[src/rtl/logic_unit_pkg.sv]
// Shared opcode constants for the pipelined logic unit.
// Optional popcount output is enabled by defining LOGIC_UNIT_POPCNT_EN.
package logic_unit_pkg;

  localparam int OPSEL_W = 3;

  localparam logic [OPSEL_W-1:0] OP_AND  = 3'b000;
  localparam logic [OPSEL_W-1:0] OP_OR   = 3'b001;
  localparam logic [OPSEL_W-1:0] OP_XOR  = 3'b010;
  localparam logic [OPSEL_W-1:0] OP_XNOR = 3'b011;
  localparam logic [OPSEL_W-1:0] OP_NAND = 3'b100;
  localparam logic [OPSEL_W-1:0] OP_NOR  = 3'b101;
  localparam logic [OPSEL_W-1:0] OP_NOT  = 3'b110;
  localparam logic [OPSEL_W-1:0] OP_PASS = 3'b111;

endpackage

[src/rtl/logic_unit_stage.sv]
// Generic valid/ready pipeline register; full throughput, the stage refills
// on the same edge its contents are taken downstream.
module logic_unit_stage
  import logic_unit_pkg::*;
#(
  parameter int W = 8
) (
  input  logic         clk,
  input  logic         rst_n,
  input  logic         in_valid,
  output logic         in_ready,
  input  logic [W-1:0] in_data,
  output logic         out_valid,
  input  logic         out_ready,
  output logic [W-1:0] out_data
);

  logic         valid_q, valid_d;
  logic [W-1:0] data_q, data_d;
  logic         load;

  // Data only changes on an actual load, so it stays stable under stall
  always_comb begin
    load    = !valid_q || out_ready;
    valid_d = valid_q;
    data_d  = data_q;
    if (load) begin
      valid_d = in_valid;
      if (in_valid) begin
        data_d = in_data;
      end
    end
  end

  always_ff @(posedge clk or negedge rst_n) begin
    if (!rst_n) begin
      valid_q <= 1'b0;
      data_q  <= '0;
    end else begin
      valid_q <= valid_d;
      data_q  <= data_d;
    end
  end

  assign in_ready  = load;
  assign out_valid = valid_q;
  assign out_data  = data_q;

endmodule

[src/rtl/logic_unit_pipe.sv]
// Two-stage pipelined WIDTH-bit logic unit with zero/ones/parity flags.
// Define LOGIC_UNIT_POPCNT_EN to add a registered popcount output.
module logic_unit_pipe
  import logic_unit_pkg::*;
#(
  parameter int WIDTH = 8
) (
  input  logic               clk,
  input  logic               rst_n,
  input  logic               in_valid,
  output logic               in_ready,
  input  logic [WIDTH-1:0]   op1,
  input  logic [WIDTH-1:0]   op2,
  input  logic [OPSEL_W-1:0] opsel,
  output logic               out_valid,
  input  logic               out_ready,
  output logic [WIDTH-1:0]   out,
  output logic               zero,
  output logic               ones,
  output logic               parity
`ifdef LOGIC_UNIT_POPCNT_EN
  ,
  output logic [$clog2(WIDTH+1)-1:0] popcnt
`endif
);

  localparam int PCW  = $clog2(WIDTH + 1);
  localparam int S1_W = 2 * WIDTH + OPSEL_W;
`ifdef LOGIC_UNIT_POPCNT_EN
  localparam int S2_W = WIDTH + 3 + PCW;
`else
  localparam int S2_W = WIDTH + 3;
`endif

  logic               s1_valid;
  logic [S1_W-1:0]    s1_data;
  logic [WIDTH-1:0]   s1_op1, s1_op2;
  logic [OPSEL_W-1:0] s1_opsel;
  logic               s2_in_ready;
  logic [S2_W-1:0]    s2_in_data, s2_out_data;

  logic [WIDTH-1:0]   res;
  logic               res_zero, res_ones, res_parity;

  logic_unit_stage #(.W(S1_W)) u_s1 (
    .clk       (clk),
    .rst_n     (rst_n),
    .in_valid  (in_valid),
    .in_ready  (in_ready),
    .in_data   ({opsel, op2, op1}),
    .out_valid (s1_valid),
    .out_ready (s2_in_ready),
    .out_data  (s1_data)
  );

  assign {s1_opsel, s1_op2, s1_op1} = s1_data;

  always_comb begin
    res = '0;
    case (s1_opsel)
      OP_AND:  res = s1_op1 & s1_op2;
      OP_OR:   res = s1_op1 | s1_op2;
      OP_XOR:  res = s1_op1 ^ s1_op2;
      OP_XNOR: res = ~(s1_op1 ^ s1_op2);
      OP_NAND: res = ~(s1_op1 & s1_op2);
      OP_NOR:  res = ~(s1_op1 | s1_op2);
      OP_NOT:  res = ~s1_op1;
      OP_PASS: res = s1_op1;
      default: res = '0;
    endcase
  end

  assign res_zero   = (res == '0);
  assign res_ones   = (res == '1);
  assign res_parity = ^res;

`ifdef LOGIC_UNIT_POPCNT_EN
  logic [PCW-1:0] res_pop;

  always_comb begin
    res_pop = '0;
    for (int i = 0; i < WIDTH; i++) begin
      res_pop = res_pop + PCW'(res[i]);
    end
  end

  assign s2_in_data = {res, res_zero, res_ones, res_parity, res_pop};
  assign {out, zero, ones, parity, popcnt} = s2_out_data;
`else
  assign s2_in_data = {res, res_zero, res_ones, res_parity};
  assign {out, zero, ones, parity} = s2_out_data;
`endif

  logic_unit_stage #(.W(S2_W)) u_s2 (
    .clk       (clk),
    .rst_n     (rst_n),
    .in_valid  (s1_valid),
    .in_ready  (s2_in_ready),
    .in_data   (s2_in_data),
    .out_valid (out_valid),
    .out_ready (out_ready),
    .out_data  (s2_out_data)
  );

endmodule

[config.mk]
export PLATFORM = sky130hd
export DESIGN_NAME = logic_unit_pipe
export DESIGN_NICKNAME = d
export VERILOG_FILES = /design/src/rtl/logic_unit_pkg.sv /design/src/rtl/logic_unit_stage.sv /design/src/rtl/logic_unit_pipe.sv
export SDC_FILE = /design/constraint.sdc
export NUM_CORES = 1
export LEC_CHECK = 0
export CAP_MARGIN = 5
export CORE_MARGIN = 10
export CORE_UTILIZATION = 45
export CTS_BUF_LIST = sky130_fd_sc_hd__clkbuf_8
export DETAILED_ROUTE_END_ITERATION = 12
export PLACE_DENSITY = 0.79
export REMOVE_ABC_BUFFERS = 1
export SLEW_MARGIN = 0
export SYNTH_ARGS = -nofsm -noshare
export SYNTH_HDL_FRONTEND = slang
export SYNTH_SLANG_ARGS = --single-unit
export TNS_END_PERCENT = 10
[constraint.sdc]
create_clock -name clk -period 3.4 [get_ports clk]
set_input_delay 1.02 -clock clk [delete_from_list [all_inputs] [get_ports clk]]
set_output_delay 1.02 -clock clk [all_outputs]
set_load 0.1 [all_outputs]
### Word level (Yosys, flattened, before mapping)

Cells that the tools add are included.

* flip-flop bits (word level): 32
* logic and storage cells: 29
* output and inout port bits: 13
* input bits: 23

* mux-type cells: 1
* reduce and logical (&&, ||, !) cells: 9
* bitwise logic cells: 7
* equal/unequal tests: 8

Operators with widths (count)
* $pmux W8 S8: 1
* $not A8 Y8: 4
* $eq A3 B3 Y1 const B: 4
* $and A8 B8 Y8: 1
* $eq A8 B8 Y1 const B: 1
* $logic_not A8 Y1: 1
* $or A8 B8 Y8: 1
* $reduce_xor A8 Y1: 1
* $xor A8 B8 Y8: 1
* $eq A3 B2 Y1 const B: 2
* $reduce_and A2 Y1: 2
* $eq A3 B1 Y1 const B: 1
* $logic_not A3 Y1: 1
* $logic_not A1 Y1: 2
* $logic_or A1 B1 Y1: 2

### Longest topological paths before layout

Gate-level depths: netlist of run 1.

* depth in word-level cells: 4
* mapped depth: 10
* depth with buffers taken out: 10

### Modules after synthesis

A second synthesis of run 1 with hierarchy kept.

* cell total of the unflattened synthesis: 215
* area, all modules: 2417.3 um2

By module, submodules not included
* logic_unit_pipe: sequential area each 0.0 um2, cells each 145, area an instance 1108.6 um2, instances 1
* logic_unit_stage at u_s1: sequential area each 500.5 um2, cells each 43, area an instance 794.5 um2, instances 1
* logic_unit_stage at u_s2: sequential area each 300.3 um2, cells each 27, area an instance 514.2 um2, instances 1

### Worst setup path after synthesis of run 1

No wires, ideal clock.

* path kind: reg2reg
* from: register u_s2.valid_q, in the netlist u_s2.out_valid
* to: register u_s1.data_q[10], in the netlist u_s1.out_data[10]
* path buffers: 1
* stages on the path, launching flop included: 6
* library setup time: 125 ps
* period minus slack after synthesis: 2880 ps
* data arrival time: 2755 ps
* slack: 520 ps
* data required time: 3275 ps
* cell sequence: dfrtp_1 nor2b_1 nand2_1 nand2_2 buf_4 mux2_2

* longest elaborated chain between the ends: 4

Ends and longest elaborated chain
* start, declared: RTL line logic_unit_stage.sv:18 `logic valid_q, valid_d;`
* start signal, assigned: RTL line logic_unit_stage.sv:40 `valid_q <= valid_d;`
* $logic_not A1 Y1: RTL line logic_unit_stage.sv:24 `load = !valid_q || out_ready;`
* $logic_or A1 B1 Y1 (2 in series): RTL line logic_unit_stage.sv:24
* named net in_ready: RTL line logic_unit_pipe.sv:11 `output logic in_ready,`
* $reduce_and A2 Y1 (no source line)
* end signal, assigned: RTL line logic_unit_stage.sv:41 `data_q <= data_d;`
* end, declared: RTL line logic_unit_stage.sv:19 `logic [W-1:0] data_q, data_d;`

The timed path passes the listed nets, and every way through them passes these cells.
A chain may end at the register's enable or synchronous reset.

### Final worst setup path of run 1

* from: input port out_ready
* to: output port in_ready

* longest elaborated chain between the ends: 2

Ends and longest elaborated chain
* start, declared: RTL line logic_unit_pipe.sv:16 `input logic out_ready,`
* $logic_or A1 B1 Y1 (2 in series): RTL line logic_unit_stage.sv:24
* end, declared: RTL line logic_unit_pipe.sv:11

No other way between the ends.

==> results of run 1 <==
==> worst max-delay path: stages <==
cell and delay (ns):
clkdlybuf4s50_1 0.41, nor2b_1 0.15, nand2_1 0.15, buf_12 0.20
==> routing by layer <==
metal | share of wire [%] | vias up | global-route usage, %
met5 | 0 | - | 0
met4 | 1.8 | 0 | 5.40
met3 | 6.3 | 5 | 3.87
met2 | 48 | 32 | 18.9
met1 | 44 | 837 | 12.8
li1 | - | 898 | -
==> through the flow <==
step	power, W	cells	util, %
final	0.00185	343	55.1
after global routing	0.00199	343	55.1
after CTS	0.00188	343	55.1
after detailed placement	0.00157	335	53.4
after global placement	0.00154	335	53.4
after floorplan	0.00133	226	-
==> kinds of logic (layout without fill, tap and decap cells) <==
group	count (synthesis)	after routing	share of synthesized area, %
simple gates	68	68	16.4
mux	24	24	11.5
fa+ha+maj	24	24	12.7
xor+xnor	12	12	4.46
flops	32	32	34.0
buf+inv	34	70	7.11
compound gates	43	43	13.8
==> flip-flops by register name (all words and copies together), names as in the netlist <==
register,cells
u_s1.out_data,19
u_s1.out_valid,1
u_s2.out_data,11
u_s2.out_valid,1
==> power by group through the flow <==
stage	registers, W	logic (W)	clock network (W)
floorplan	0.000858	0.000473	0
global placement	0.000542	0.00100	0
detailed placement	0.000549	0.00102	0
CTS	0.000542	0.00102	0.000315
global route	0.000557	0.00111	0.000329
finish	0.000540	0.00101	0.000304
==> worst max-delay path by stage <==
stage	end	slack, ns	cells past startpoint
3_3_place_gp	in_ready	0.46	4
3_5_place_dp	in_ready	0.45	4
5_1_grt	u_s2.out_data[0]	0.33	8
4_1_cts	in_ready	0.44	4
2_1_floorplan	u_s1.out_data[16]	0.58	4
6_report	in_ready	0.45	4
==> area by class of cell <==
cell class / count / area [sq um] / share of cell area (%)
clock buffer: 6 / 82.6 / 2.93
inverter: 23 / 86.3 / 3.07
tap: 70 / 87.6 / 3.11
multi-input combinational: 171 / 1390 / 49.4
timing repair buffer: 39 / 360 / 12.8
sequential: 32 / 801 / 28.4
clock inverter: 2 / 7.51 / 0.267
==> Yosys cell counts, drive strengths merged (6+ instances only) <==
| master | n | share of area (%) |
|---|---|---|
| mux2 | 21 | 10 |
| inv | 23 | 3.7 |
| o31ai | 6 | 1.9 |
| nand2b | 7 | 1.9 |
| dfrtp | 32 | 34 |
| buf | 9 | 3.1 |
| nand2 | 15 | 2.5 |
| ha | 24 | 13 |
| and2b | 6 | 1.9 |
| o21ai | 10 | 2.1 |
| nor2 | 10 | 1.6 |
| nor2b | 6 | 1.6 |
| xnor2 | 11 | 4.1 |
==> results.sh, run 1 <==
export IMPL_outcome="complete, no violations"
export IMPL_cp_end_kind="output port"
export IMPL_p_clk_share_pct=16.4
export IMPL_htree_levels=2
export IMPL_rsz0062_at_grt="false"
export IMPL_p_leak_nw=1.28
export IMPL_die_y_um=92.4
export IMPL_maxSlewHeadroom_pct=41.3
export IMPL_grt_pass1_vias=1781
export IMPL_grt_max_degree=33
export IMPL_final_cell_mix="32 x dfrtp_1, 24 x inv_1, 24 x ha_1"
export IMPL_synth_distinct_cells=48
export IMPL_clock_path_buffers=2
export IMPL_hold_viol_final=0
export IMPL_place_area_sq_um=2730
export IMPL_r2r_end="u_s2.out_data[0]"
export IMPL_port_buffers=35
export IMPL_drtPass1Iterations=4
export IMPL_cts_setup_buffers=0
export IMPL_cts_tree="done"
export IMPL_setup_viol=0
export IMPL_dp_hpwl_um=3450
export IMPL_maxCapViolCount=0
export IMPL_min_from="u_s2.out_data[0]"
export IMPL_nets=319
export IMPL_start_util_pct=46.2
export IMPL_startpoint="out_ready"
export IMPL_worst_slack_ns=0.446
export IMPL_n_fill_cell=474
export IMPL_track_usage_pct=11.4
export IMPL_hold_buffers=0
export IMPL_crit_arrival_ns=1.93
export IMPL_rows=26
export IMPL_diodes=0
export IMPL_avgRoutedWirePerCell_um=13.2
export IMPL_layout_commonest_cell="dfrtp_1"
export IMPL_syn_inst=237
export IMPL_final_cell_area_sq_um=2820
export IMPL_preCtsSetupSlack_ns=0.448
export IMPL_comb_power_share_pct=54.4
export IMPL_final_setup_skew_ns=0.00981
export IMPL_yosys_register_bits=32
export IMPL_async_flop_share_pct=100
export IMPL_timing_setup_tns_ns=0
export IMPL_seq_power_share_pct=29.2
export IMPL_tritoncts_num_buffers=5
export IMPL_switchingPower_w=0.000858
export IMPL_worstSetupStartpointType="primary input"
export IMPL_antenna_found_initial=0
export IMPL_routabilityCongestion=0.765
export IMPL_fp_coreArea_sq_um=5110
export IMPL_worst_pin_slew_ns=0.881
export IMPL_die_x_um=92.4
export IMPL_cts_resized=0
export IMPL_gr_total_overflow=0
export IMPL_drt_iter0_drc=30
export IMPL_p_sw_share_pct=46.4
export IMPL_ir_drop_v=0.000406
export IMPL_crit_required_ns=2.38
export IMPL_drt_total_wl_um=4520
export IMPL_hold_ws_ns=0.483
export IMPL_seq_area_frac_synth_pct=34.0
export IMPL_cts_sinks=32
export IMPL_path_class="in2out"
export IMPL_synth_edff_count=0
export IMPL_area_growth_pct=19.4
export IMPL_reg2reg_from="u_s1.out_data[16]"
export IMPL_root_buffer="clkbuf_8"
export IMPL_synth_flop_cell="dfrtp_1"
export IMPL_hold_path_class="reg2reg"
export IMPL_syn_area_per_cell_sq_um=9.95
export IMPL_worst_skew_pair_late_latency_ns=0.29
export IMPL_post_route_period_util_pct=86.9
export IMPL_rrSetupSlack_ns=0.64
export IMPL_whs_path_depth=2
export IMPL_period_needed_ns=2.95
export IMPL_p_int_w=0.000993
export IMPL_critical_path_max_fanout=3
export IMPL_drive_gt1_share_pct=19.0
export IMPL_io_pins=36
export IMPL_p_per_area_nw_per_um2=658
export IMPL_report_final_slew_viol_count=0
export IMPL_path_clk_slew_ns=0.07
export IMPL_whs_endpoint="u_s2.out_data[0]"
export IMPL_syn_area_sq_um=2360
export IMPL_yosys_warnings=0
export IMPL_vias_per_cell=5.17
export IMPL_vias=1772
export IMPL_antenna_left=0
export IMPL_grt_pass1_wl_um=7990
export IMPL_die_area_sq_um=8540
export IMPL_fmax_mhz=339
export IMPL_drc=0
export IMPL_rr_worst_depth=8
Power figures use the tool's default switching activity.
==> inputs of run 2 (changes only) <==
- CELL_PAD_IN_SITES_DETAIL_PLACEMENT: unset -> 0
- CELL_PAD_IN_SITES_GLOBAL_PLACEMENT: unset -> 1
- PLACE_DENSITY: 0.79 -> 0.95
==> run 2 against run 1 <==
Sequential power increased by 2%. Sequential share of layout area is 0.051 points higher. Register-to-register slack got worse by 0.02 ns. Cell count is 0.29% lower. Highest routed layer unchanged. Non-clock buffer count fell by 1. Cell area decreased by 0.18%. Core utilization decreased by 0.098 points. Global-route usage increased by 0.078 points. Via count is 1.2% lower. First-iteration DRC count rose to 2.8 times the previous value.
==> results.sh, run 2 (synthesized netlist as in run 1, its figures left out) <==
export IMPL_switchingPower_w=0.000858
export IMPL_drtPass1Iterations=4
export IMPL_preCtsSetupSlack_ns=0.448
export IMPL_p_clk_share_pct=16.5
export IMPL_period_needed_ns=2.98
export IMPL_p_leak_nw=1.27
export IMPL_routabilityCongestion=0.808
export IMPL_drive_gt1_share_pct=19.5
export IMPL_rows=26
export IMPL_track_usage_pct=11.4
export IMPL_start_util_pct=46.2
export IMPL_io_pins=36
export IMPL_reg2reg_from="u_s1.out_data[16]"
export IMPL_startpoint="out_ready"
export IMPL_comb_power_share_pct=53.8
export IMPL_die_area_sq_um=8540
export IMPL_outcome="complete, no violations"
export IMPL_layout_commonest_cell="dfrtp_1"
export IMPL_dp_cells=334
export IMPL_crit_arrival_ns=1.96
export IMPL_area_growth_pct=19.2
export IMPL_hold_path_class="reg2reg"
export IMPL_maxSlewHeadroom_pct=37.0
export IMPL_antenna_left=0
export IMPL_seq_power_share_pct=29.6
export IMPL_worst_skew_pair_late_latency_ns=0.29
export IMPL_clock_path_buffers=2
export IMPL_drc=0
export IMPL_post_route_period_util_pct=87.5
export IMPL_p_sw_share_pct=46.3
export IMPL_critical_path_max_fanout=3
export IMPL_die_x_um=92.4
export IMPL_worst_pin_slew_ns=0.945
export IMPL_hold_buffers=0
export IMPL_drt_iter0_drc=83
export IMPL_path_clk_slew_ns=0.07
export IMPL_hold_viol_final=0
export IMPL_vias_per_cell=5.12
export IMPL_fmax_mhz=336
export IMPL_cp_end_kind="output port"
export IMPL_vias=1750
export IMPL_grt_pass1_vias=1836
export IMPL_die_y_um=92.4
export IMPL_crit_required_ns=2.38
export IMPL_dp_hpwl_um=3440
export IMPL_root_buffer="clkbuf_8"
export IMPL_cts_sinks=32
export IMPL_final_setup_skew_ns=0.00721
export IMPL_drt_total_wl_um=4580
export IMPL_avgRoutedWirePerCell_um=13.4
export IMPL_grt_max_degree=33
export IMPL_final_cell_mix="32 x dfrtp_1, 24 x ha_1, 22 x inv_1, 22 x clkdlybuf4s50_1, 20 x mux2_2"
export IMPL_final_cell_area_sq_um=2810
export IMPL_timing_setup_tns_ns=0
export IMPL_htree_levels=2
export IMPL_worstSetupStartpointType="primary input"
export IMPL_p_int_w=0.000994
export IMPL_port_buffers=35
export IMPL_tritoncts_num_buffers=5
export IMPL_setup_viol=0
export IMPL_report_final_slew_viol_count=0
export IMPL_worst_slack_ns=0.425
export IMPL_maxCapViolCount=0
export IMPL_cts_tree="done"
export IMPL_gr_total_overflow=0
export IMPL_min_from="u_s2.out_data[0]"
export IMPL_nets=318
export IMPL_place_area_sq_um=2720
export IMPL_grt_pass1_wl_um=8220
export IMPL_largest_reg_flops=19
export IMPL_path_class="in2out"
export IMPL_cts_resized=0
export IMPL_diodes=0
export IMPL_cts_setup_buffers=0
export IMPL_fp_coreArea_sq_um=5110
export IMPL_antenna_found_initial=0
export IMPL_fin_cells=342
export IMPL_p_per_area_nw_per_um2=659
export IMPL_ir_drop_v=0.000288
export IMPL_rsz0062_at_grt="false"
[run 2: cell type report]
class / instances / area, sq um
Tap cell: 70 / 87.6
Inverter: 23 / 86.3
Sequential cell: 32 / 801
Clock buffer: 6 / 82.6
Multi-Input combinational cell: 171 / 1390
Fill cell: 466 / 2300
Timing Repair Buffer: 38 / 353
Clock inverter: 2 / 10.0
[run 2: final timing paths]
check / slack [ns] / cells past startpoint / endpoint
setup / recovery: 0.42 / 4 / in_ready
hold / removal: 0.48 / 2 / u_s2.out_data[0]
min in group asynchronous: 1.13 / 2 / u_s2.out_data[10]
max in group asynchronous: 1.98 / 2 / u_s1.out_data[10]
hold reg to reg: 0.48 / 2 / u_s2.out_data[0]
setup reg to reg: 0.62 / 8 / u_s2.out_data[0]
[run 2: power groups by stage]
stage          clock, W  sequential [W]  combinational, W
2_1_floorplan         0        0.000858          0.000473
3_3_place_gp          0        0.000553          0.000990
3_5_place_dp          0        0.000557           0.00101
4_1_cts        0.000319        0.000549           0.00101
5_1_grt        0.000336        0.000564           0.00109
6_report       0.000306        0.000549          0.000997
[run 2: metrics by stage]
step | power (W) | util [%] | hold WS, ns
after floorplan | 0.00133 | - | 0.486
after global placement | 0.00154 | 53.2 | 0.463
after detailed placement | 0.00156 | 53.2 | 0.474
after CTS | 0.00188 | 55.0 | 0.490
after global routing | 0.00199 | 55.0 | 0.522
final | 0.00185 | 55.0 | 0.485
[run 2: worst max-delay path: stages]
cell	delay [ns]
clkdlybuf4s50_1	0.41
nor2b_1	0.15
nand2_1	0.16
buf_12	0.21
[run 2: per-layer routing]
layer | vias to the layer above | track usage (%) | share of wire [%]
met5 | - | 0 | 0
met4 | 0 | 3.86 | 1.3
met3 | 7 | 3.39 | 5.0
met2 | 37 | 20.1 | 47
met1 | 812 | 13.0 | 47
li1 | 894 | - | -
==> inputs of run 3 (changes only) <==
- CTS_CLUSTER_SIZE: unset -> 8
- MAX_ROUTING_LAYER: unset -> met4
==> run 3 against run 2 <==
Setup slack is the same. Fmax is the same. Count of clock-buffer cells in the layout is the same. Register-to-register slack is essentially flat. Cell area is the same. Sequential cell count is the same. Sequential power is essentially flat. Sequential share of layout area is the same. Cell count is the same. Die area is the same. Clock power is essentially flat. Critical path type unchanged. Critical endpoint unchanged.
==> results.sh, run 3 (synthesized netlist as in run 1, its figures left out) <==
export IMPL_vias_per_cell=5.12
export IMPL_hold_viol_final=0
export IMPL_outcome="complete, no violations"
export IMPL_cts_sinks=32
export IMPL_htree_levels=2
export IMPL_cpPeakStageDelay_ns=0.41
export IMPL_avgRoutedWirePerCell_um=13.4
export IMPL_drtPass1Iterations=4
export IMPL_drc=0
export IMPL_io_pins=36
export IMPL_timing_setup_tns_ns=0
export IMPL_startpoint="out_ready"
export IMPL_drt_total_wl_um=4580
export IMPL_fp_coreArea_sq_um=5110
export IMPL_vias=1752
export IMPL_hold_buffers=0
export IMPL_drive_gt1_share_pct=19.5
export IMPL_antenna_found_initial=0
export IMPL_critPathSlowestCell="clkdlybuf4s50_1"
export IMPL_cts_setup_buffers=0
export IMPL_gr_total_overflow=0
export IMPL_clock_path_buffers=2
export IMPL_crit_arrival_ns=1.96
export IMPL_routabilityCongestion=0.820
export IMPL_worst_pin_slew_ns=0.944
export IMPL_layout_commonest_cell="dfrtp_1"
export IMPL_die_x_um=92.4
export IMPL_critical_path_max_fanout=3
export IMPL_p_leak_nw=1.27
export IMPL_cp_end_kind="output port"
export IMPL_reg2reg_from="u_s1.out_data[16]"
export IMPL_grt_max_degree=33
export IMPL_crit_required_ns=2.38
export IMPL_worstSetupStartpointType="primary input"
export IMPL_area_growth_pct=19.2
export IMPL_rsz0062_at_grt="false"
export IMPL_path_delay_family="buffers and inverters"
export IMPL_place_area_sq_um=2720
export IMPL_track_usage_pct=11.8
export IMPL_fmax_mhz=336
export IMPL_tritoncts_num_buffers=5
export IMPL_grt_pass1_vias=1837
export IMPL_die_y_um=92.4
export IMPL_antenna_left=0
export IMPL_port_buffers=35
export IMPL_path_class="in2out"
export IMPL_die_area_sq_um=8540
export IMPL_period_needed_ns=2.98
export IMPL_path_clk_slew_ns=0.07
export IMPL_path_buf_inv=2
export IMPL_root_buffer="clkbuf_8"
export IMPL_maxSlewHeadroom_pct=37.0
export IMPL_final_cell_area_sq_um=2810
export IMPL_worstPathCellList="clkdlybuf4s50_1 > nor2b_1 > nand2_1 > buf_12"
export IMPL_final_cell_mix="32 x dfrtp_1, 24 x ha_1, 22 x inv_1, 22 x clkdlybuf4s50_1, 20 x mux2_2"
export IMPL_cts_resized=0
export IMPL_post_route_period_util_pct=87.5
export IMPL_dp_hpwl_um=3440
export IMPL_cts_tree="done"
export IMPL_hold_path_class="reg2reg"
export IMPL_maxCapViolCount=0
export IMPL_largest_reg_flops=19
export IMPL_path_depth=4
export IMPL_nets=318
export IMPL_min_from="u_s2.out_data[0]"
export IMPL_preCtsSetupSlack_ns=0.448
export IMPL_rows=26
export IMPL_final_setup_skew_ns=0.00724
export IMPL_report_final_slew_viol_count=0
export IMPL_setup_viol=0
export IMPL_start_util_pct=46.2
export IMPL_p_per_area_nw_per_um2=659
export IMPL_ir_drop_v=0.000288
export IMPL_drt_iter0_drc=83
export IMPL_whs_path_depth=2
export IMPL_worst_slack_ns=0.425
export IMPL_hold_ws_ns=0.485
export IMPL_worst_skew_pair_late_latency_ns=0.29
export IMPL_diodes=0
export IMPL_rr_worst_depth=8
export IMPL_grt_pass1_wl_um=8210
run 3: power by group:
part / total, W / switching, W / internal (W)
clock network: 0.000306 / 0.000145 / 0.000161
registers: 0.000549 / 0.0000899 / 0.000459
logic: 0.000997 / 0.000623 / 0.000374
total: 0.00185 / 0.000858 / 0.000994
run 3: stage by stage:
step	total power [W]	std cells	utilization, %
floorplan	0.00133	226	-
global placement	0.00154	334	53.2
detailed placement	0.00156	334	53.2
CTS	0.00188	342	55.0
global route	0.00199	342	55.0
finish	0.00185	342	55.0
run 3: final timing paths:
check / slack [ns] / end
min in group asynchronous: 1.13 / u_s2.out_data[10]
max: 0.42 / in_ready
min reg2reg: 0.48 / u_s2.out_data[0]
max in group asynchronous: 1.98 / u_s1.out_data[10]
min: 0.48 / u_s2.out_data[0]
max reg2reg: 0.63 / u_s2.out_data[0]
run 3: area by class of cell:
class | count | area, sq um
Timing Repair Buffer | 38 | 353
Inverter | 23 | 86.3
Clock buffer | 6 | 82.6
Multi-Input combinational cell | 171 | 1390
Tap cell | 70 | 87.6
Fill cell | 466 | 2300
Sequential cell | 32 | 801
Clock inverter | 2 | 10.0
run 3: worst min-delay path, delay by kind of cell, from the launching register on:
family	cells	cell delay [ns]
AO/OA/AOI/OAI	1	0.06
AND/OR/NAND/NOR	1	0.05
flip-flops	1	0.34
run 3: layer usage:
layer | part of all wire (%) | vias up | GRT usage [%]
li1 | - | 894 | -
met1 | 48 | 814 | 13.1
met2 | 47 | 37 | 20.1
met3 | 4.3 | 7 | 3.07
met4 | 1.3 | 0 | 3.86
met5 | 0 | - | -
